`src/rtl/pd_hard_reset_tx.sv`:
```
// Hard/Cable Reset transmitter: preamble then 4-symbol K-code ordered set to the BMC serializer.
// Latency: write strobe to PHY_ACK is PREAMBLE_SYMS + 4 + 2 cycles with tx_ready held high.
// Backpressure: oSymbol holds while tx_ready is low; a stall of TIMEOUT_CYCLES aborts with oTxFailed.
module pd_hard_reset_tx #(
  parameter int PREAMBLE_SYMS  = 13,
  parameter int TIMEOUT_CYCLES = 255,
  parameter int IFG_CYCLES     = 25
) (
  input  logic       CLK,
  input  logic       reset,
  input  logic [7:0] iTRANSMIT,
  input  logic       iTRANSMIT_write,
  input  logic       tx_ready,
  output logic [4:0] oSymbol,
  output logic       oSymbol_valid,
  output logic       PHY_ACK,
  output logic       oTxFailed,
  output logic       busy,
  output logic       oIsCable
);

  // Index must cover both the preamble count and the 4 ordered-set positions.
  localparam int IDX_W = (PREAMBLE_SYMS > 4) ? $clog2(PREAMBLE_SYMS) : 2;
  localparam int SW    = $clog2(TIMEOUT_CYCLES + 1);
  localparam int GW    = $clog2(IFG_CYCLES + 1);

  localparam logic [IDX_W-1:0] PRE_LAST  = IDX_W'(PREAMBLE_SYMS - 1);
  localparam logic [IDX_W-1:0] ORD_LAST  = IDX_W'(3);
  localparam logic [SW-1:0]    STALL_MAX = SW'(TIMEOUT_CYCLES);
  localparam logic [GW-1:0]    GAP_LAST  = GW'(IFG_CYCLES - 1);

  localparam logic [4:0] SYM_RST1  = 5'b00111;
  localparam logic [4:0] SYM_RST2  = 5'b11001;
  localparam logic [4:0] SYM_SYNC1 = 5'b11000;
  localparam logic [4:0] SYM_SYNC3 = 5'b00110;
  localparam logic [4:0] SYM_PRE0  = 5'b01010;
  localparam logic [4:0] SYM_PRE1  = 5'b10101;

  localparam logic [2:0] REQ_HARD  = 3'b101;
  localparam logic [2:0] REQ_CABLE = 3'b110;

  typedef enum logic [2:0] {
    S_IDLE,
    S_PREAMBLE,
    S_ORDSET,
    S_DONE,
    S_FAIL,
    S_GAP
  } state_t;

  state_t           state_q, state_d;
  logic [IDX_W-1:0] idx_q, idx_d;
  logic [SW-1:0]    stall_q, stall_d;
  logic [GW-1:0]    gap_q, gap_d;
  logic [4:0]       sym_q, sym_d;
  logic             valid_q, valid_d;
  logic             ack_q, ack_d;
  logic             failed_q, failed_d;
  logic             cable_q, cable_d;

  logic             xfer;
  logic             stalled;
  logic             unused_transmit_hi;

  // Upper TRANSMIT bits carry no meaning for this stage.
  assign unused_transmit_hi = ^iTRANSMIT[7:3];

  // Ordered-set symbol at position i for the latched request type.
  function automatic logic [4:0] ordset_sym(input logic cable, input logic [1:0] i);
    logic [4:0] s;
    s = SYM_RST1;
    case (i)
      2'd0: s = SYM_RST1;
      2'd1: s = cable ? SYM_SYNC1 : SYM_RST1;
      2'd2: s = SYM_RST1;
      2'd3: s = cable ? SYM_SYNC3 : SYM_RST2;
      default: s = SYM_RST1;
    endcase
    return s;
  endfunction

  // Even preamble positions start with a 0 bit on the wire, odd ones with a 1.
  function automatic logic [4:0] preamble_sym(input logic [IDX_W-1:0] i);
    return i[0] ? SYM_PRE1 : SYM_PRE0;
  endfunction

  assign xfer    = valid_q & tx_ready;
  assign stalled = valid_q & ~tx_ready;

  // Next-state, counters and registered outputs.
  always_comb begin
    state_d  = state_q;
    idx_d    = idx_q;
    stall_d  = stall_q;
    gap_d    = gap_q;
    sym_d    = sym_q;
    valid_d  = valid_q;
    ack_d    = 1'b0;
    failed_d = 1'b0;
    cable_d  = cable_q;

    case (state_q)
      S_IDLE: begin
        if (iTRANSMIT_write &&
            (iTRANSMIT[2:0] == REQ_HARD || iTRANSMIT[2:0] == REQ_CABLE)) begin
          cable_d = (iTRANSMIT[2:0] == REQ_CABLE);
          idx_d   = '0;
          stall_d = '0;
          sym_d   = SYM_PRE0;
          valid_d = 1'b1;
          state_d = S_PREAMBLE;
        end
      end

      S_PREAMBLE, S_ORDSET: begin
        if (xfer) begin
          // A transfer always wins over a coincident timeout.
          stall_d = '0;
          if (state_q == S_PREAMBLE) begin
            if (idx_q == PRE_LAST) begin
              idx_d   = '0;
              sym_d   = ordset_sym(cable_q, 2'd0);
              state_d = S_ORDSET;
            end else begin
              idx_d = idx_q + IDX_W'(1);
              sym_d = preamble_sym(idx_q + IDX_W'(1));
            end
          end else begin
            if (idx_q == ORD_LAST) begin
              valid_d = 1'b0;
              sym_d   = '0;
              state_d = S_DONE;
            end else begin
              idx_d = idx_q + IDX_W'(1);
              sym_d = ordset_sym(cable_q, idx_q[1:0] + 2'd1);
            end
          end
        end else if (stalled) begin
          stall_d = (stall_q == STALL_MAX) ? stall_q : stall_q + SW'(1);
          if (stall_d == STALL_MAX) begin
            valid_d = 1'b0;
            sym_d   = '0;
            state_d = S_FAIL;
          end
        end
      end

      S_DONE: begin
        ack_d   = 1'b1;
        gap_d   = '0;
        state_d = S_GAP;
      end

      S_FAIL: begin
        failed_d = 1'b1;
        gap_d    = '0;
        state_d  = S_GAP;
      end

      S_GAP: begin
        if (gap_q == GAP_LAST) begin
          state_d = S_IDLE;
        end else begin
          gap_d = gap_q + GW'(1);
        end
      end

      default: state_d = S_IDLE;
    endcase
  end

  // State register; reset aborts any frame in flight.
  always_ff @(posedge CLK) begin
    if (reset) begin
      state_q  <= S_IDLE;
      idx_q    <= '0;
      stall_q  <= '0;
      gap_q    <= '0;
      sym_q    <= '0;
      valid_q  <= 1'b0;
      ack_q    <= 1'b0;
      failed_q <= 1'b0;
      cable_q  <= 1'b0;
    end else begin
      state_q  <= state_d;
      idx_q    <= idx_d;
      stall_q  <= stall_d;
      gap_q    <= gap_d;
      sym_q    <= sym_d;
      valid_q  <= valid_d;
      ack_q    <= ack_d;
      failed_q <= failed_d;
      cable_q  <= cable_d;
    end
  end

  assign oSymbol       = sym_q;
  assign oSymbol_valid = valid_q;
  assign PHY_ACK       = ack_q;
  assign oTxFailed     = failed_q;
  assign busy          = (state_q != S_IDLE);
  assign oIsCable      = cable_q;

endmodule

```
`config.mk`:
```
export PLATFORM = sky130hd
export DESIGN_NAME = pd_hard_reset_tx
export DESIGN_NICKNAME = d
export VERILOG_FILES = /design/src/rtl/pd_hard_reset_tx.sv
export SDC_FILE = /design/constraint.sdc
export NUM_CORES = 1
export LEC_CHECK = 0
export ABC_AREA = 1
export BUFFER_PORTS_ARGS = -buffer_cell sky130_fd_sc_hd__buf_4
export CELL_PAD_IN_SITES_DETAIL_PLACEMENT = 0
export CELL_PAD_IN_SITES_GLOBAL_PLACEMENT = 1
export CORE_MARGIN = 4
export CORE_UTILIZATION = 37
export CTS_CLUSTER_SIZE = 12
export DETAILED_ROUTE_END_ITERATION = 10
export GPL_TIMING_DRIVEN = 0
export HOLD_SLACK_MARGIN = 0.15
export PLACE_DENSITY = 0.81
export REMOVE_ABC_BUFFERS = 1
export SLEW_MARGIN = 10
export SYNTH_ARGS = -nofsm -noshare
export SYNTH_HDL_FRONTEND = slang
export SYNTH_SLANG_ARGS = --single-unit
```
`constraint.sdc`:
```
create_clock -name CLK -period 1.5 [get_ports CLK]
set_input_delay 0 -clock CLK [delete_from_list [all_inputs] [get_ports CLK]]
set_output_delay 0 -clock CLK [all_outputs]
set_load 0.03 [all_outputs]
```
==> results.md <==
- Syn Area/Cell: 6.74 um2
- Cell count after synthesis: 261
- Worst VDD drop: 0.000846 V
- First-pass iteration count of the detailed router: 4
- Synth area leaders: dfxtp_1 33%, nand2_1 15%, a21oi_1 7.4%
- Layout area overhead: 46.9%
- Fmax: 626 MHz
- Clk Latency, worst-skew pair: 0.29 ns
- Worst r2r path cells: 12
- Busiest grt layer: met2
- # Max-Cap Violations: 0
- Ratio of cells with drive above 1 in the final layout: 41.3%
- Final cell count without fillers: 369
- Post-synth top area cell: dfxtp_1
- Vias: 1883
- Crit Path Class: reg -> reg
- # IOs: 22
- Y dimension of the die: 76.9 um
- FF+latch area: 613 um2
- Met1 GRT Util: 20.5%
- Launching point of the worst reg2reg path: stall_q[0]$_SDFFE_PP0P_
- Final hold slack: 0.161 ns
- RSZ-0062 raised after global routing: yes
- Post-route ant nets: 0
- Clock transition at the registers of the reported paths: 0.06 ns
- Worst Hold Class: in -> reg
- Footprint of the multi-input gates: 1280 um2
- Critical Path Fanout Max: 8
- Cell area after synthesis: 1760 um2
- Wire per inst: 13.1 um
- Setup violators final: 19
- Worst min-delay path startpoint: iTRANSMIT_write
- Tot Pwr: 3310 uW
- R2r endpoint: oSymbol[4]$_SDFFE_PP0P_
- First-pass GRT wire length: 7920 um
- PD cells: 1280 nW/um2
- # diodes: 0
- Root Driver: clkbuf_8
- Startpoint Class: flip-flop
- Num rows: 24
- DP HPWL: 2950 um
- Tightest Pin Transition: 0.324 ns
- H-tree Lvls: 2
- Setup crit end kind: flip-flop
- Starting DRT DRC Count: 79
- CP Cell Sequence: ha_4 > nand2_4 > nor2_4 > nand2_4 > nand3_2 > nand3_2 > nor2_4 > nand2_2 > nand2_4 > nand2_4 > nand2_1 > a21oi_1
- Hold Path Cell Cnt: 4
- Initial antenna violation count: 0
- Reg2Reg Setup Slack: -0.1 ns
- Leakage power: 0.00104 uW
- Setup TNS: -1.19 ns
- GRT Total Usage: 16.4%
- Largest net degree at the start of global routing: 23
- Placer Congestion: 0.782
- CTS Buffer Depth: 2
- Filler instances: 406
- Met3 Track Usage GR: 4.22%
- Initial Utilization: 39.3%
- Part of the cycle the worst path needs: 106%
- Die W: 76.9 um
- Failing checks: negative setup slack
- Fin. max-slew vios: 0
- Crit path DAT: 1.76 ns
- Gr ovfl total: 0
- Most frequent CP cell: nand2_4
- CTS sink cnt: 29
- Yosys top cell area share: 33.0%
- Max incr delay on CP: 0.36 ns
- DIE AREA: 5920 um2
- Buffers on Ports: 16
- M2 GR Usage: 27.4%
- Post-synthesis sequential area ratio: 33.0%
- Total Nets Final: 336
- Yosys reg bits: 29
- Placed insts: 327
- Post-synthesis cell type count: 30
- Worst Hold Endpoint: oIsCable$_SDFFE_PP0P_
- Core ar.: 4470 um2
- Final setup margin: -0.0962 ns
- Vias/cell: 5.10
- WP buf/inv: 0
- TritonCTS clock tree: built
- Slew margin rel.: 78.4%
- CP top delay family: simple AND/OR/NAND/NOR gates
- Worst Skew: 0.00611 ns
- Slowest CP cell: dfxtp_4
- Residual DRC: 0
- Status: finished, violations left
- Vias in the first global route: 1721
- Warnings, synthesis: 0
- Fin util: 57.7%
- Final WL: 4840 um
- Clock period minus worst slack: 1.60 ns
- Final hold vios: 0
- Critical Path RT: 1.67 ns
- CTS Buf Count: 5
[synth_stat cells (all sizes together)]
| master | count |
|---|---|
| nand2 | 73 |
| dfxtp | 29 |
| inv | 29 |
| nor2 | 29 |
| a21oi | 26 |
| nand3 | 23 |
| o21ai | 10 |
| nor3 | 9 |
| ha | 8 |
| nand4 | 4 |
| a211oi | 3 |
| a22oi | 3 |
| a31oi | 3 |
| clkbuf | 2 |
| clkinv | 2 |
| nor3b | 2 |
| a21boi | 1 |
| nand3b | 1 |
| o211ai | 1 |
| or2 | 1 |
| xnor2 | 1 |
| xor2 | 1 |
[final cells by class]
| type | count | area share [%] |
|---|---|---|
| clock buffers | 6 | 2.81 |
| well taps | 52 | 2.52 |
| clock inverters | 2 | 0.388 |
| multi-input cells | 199 | 49.8 |
| repair buffers | 50 | 15.8 |
| inverters | 31 | 4.99 |
| flip-flops and latches | 29 | 23.7 |
[how the worst max path moves through the flow]
| stage | start | endpoint | slack (ns) | depth (start not counted) |
|---|---|---|---|---|
| floorplan | stall_q[0]$_SDFFE_PP0P_ | oSymbol_valid$_SDFFE_PP0P_ | -0.12 | 12 |
| global placement | stall_q[0]$_SDFFE_PP0P_ | oSymbol_valid$_SDFFE_PP0P_ | -0.44 | 12 |
| detailed placement | stall_q[0]$_SDFFE_PP0P_ | oSymbol_valid$_SDFFE_PP0P_ | -0.42 | 12 |
| CTS | stall_q[1]$_SDFFE_PP0P_ | state_q[1]$_SDFFE_PP0P_ | -0.12 | 12 |
| global route | stall_q[0]$_SDFFE_PP0P_ | oSymbol_valid$_SDFFE_PP0P_ | -0.21 | 12 |
| finish | stall_q[0]$_SDFFE_PP0P_ | oSymbol[4]$_SDFFE_PP0P_ | -0.1 | 12 |
[worst reg2reg max path, cell delays in order (launching register included)]
cell     delay (ns)
dfxtp_4        0.36
ha_4           0.15
nand2_4        0.06
nor2_4         0.13
nand2_4        0.09
nand3_2        0.09
nand3_2        0.10
nor2_4         0.10
nand2_2        0.07
nand2_4        0.13
nand2_4        0.08
nand2_1        0.06
a21oi_1        0.05
[report_power, final]
part           switching (uW)  total (uW)  internal (uW)
Sequential                129        1000            871
Combinational             969        1670            702
Clock                     314         634            321
Total                    1410        3310           1890
[per-layer routing]
layer / wire [um] / share of wire [%]
met5: 0 / 0
met1: 2210 / 46
met4: 76 / 1.6
met3: 125 / 2.6
met2: 2430 / 50
[metrics by stage]
step	worst slack [ns]	cell area [um2]
after floorplan	-0.123	1750
after global placement	-0.439	1940
after detailed placement	-0.423	1940
after CTS	-0.121	2310
after global routing	-0.211	2580
final	-0.0962	2580
[registers in the layout (all words and copies together), names as in the netlist]
register,count
oIsCable,1
oSymbol_valid,1
stall_q,8
oTxFailed,1
oSymbol,5
idx_q,4
state_q,3
gap_q,5
PHY_ACK,1
[timing repair]
item,in CTS,in global routing
endpoints found under the hold margin,21,0
hold buffers,4,0
buffers inserted,13,17
endpoints found under the setup margin,22,26
resized for setup,50,45
pin swaps,16,23
[placed cells by master (no fill, tap or decap), types with 4 or more instances in the layout]
cell	netlist	routed
nand2_4	0	6
nor2_4	2	9
nor2_1	25	19
nand3_1	21	16
nor3_4	0	4
a21oi_1	26	21
nand4_1	4	4
buf_4	0	40
dfxtp_2	0	8
nand2_1	68	57
dfxtp_4	0	6
buf_6	0	6
nand3_2	0	5
inv_1	22	18
o21ai_1	5	5
dlygate4sd3_1	0	4
nor3_1	6	5
clkbuf_8	0	5
a21oi_2	0	5
nand2_2	5	10
dfxtp_1	29	15
inv_2	7	10
[cells by family (layout without fill, tap and decap cells)]
| logic type | after synthesis | count (layout) | share of synthesized area (%) |
|---|---|---|---|
| AOI/OAI and AO/OA | 47 | 47 | 14.7 |
| adders and majority gates | 8 | 8 | 5.69 |
| buffers and inverters | 33 | 89 | 7.05 |
| xor gates and xnor gates | 2 | 2 | 0.997 |
| and+or+nand+nor | 142 | 142 | 38.5 |
| DFF | 29 | 29 | 33.0 |
(Power assumes the default switching activity.)
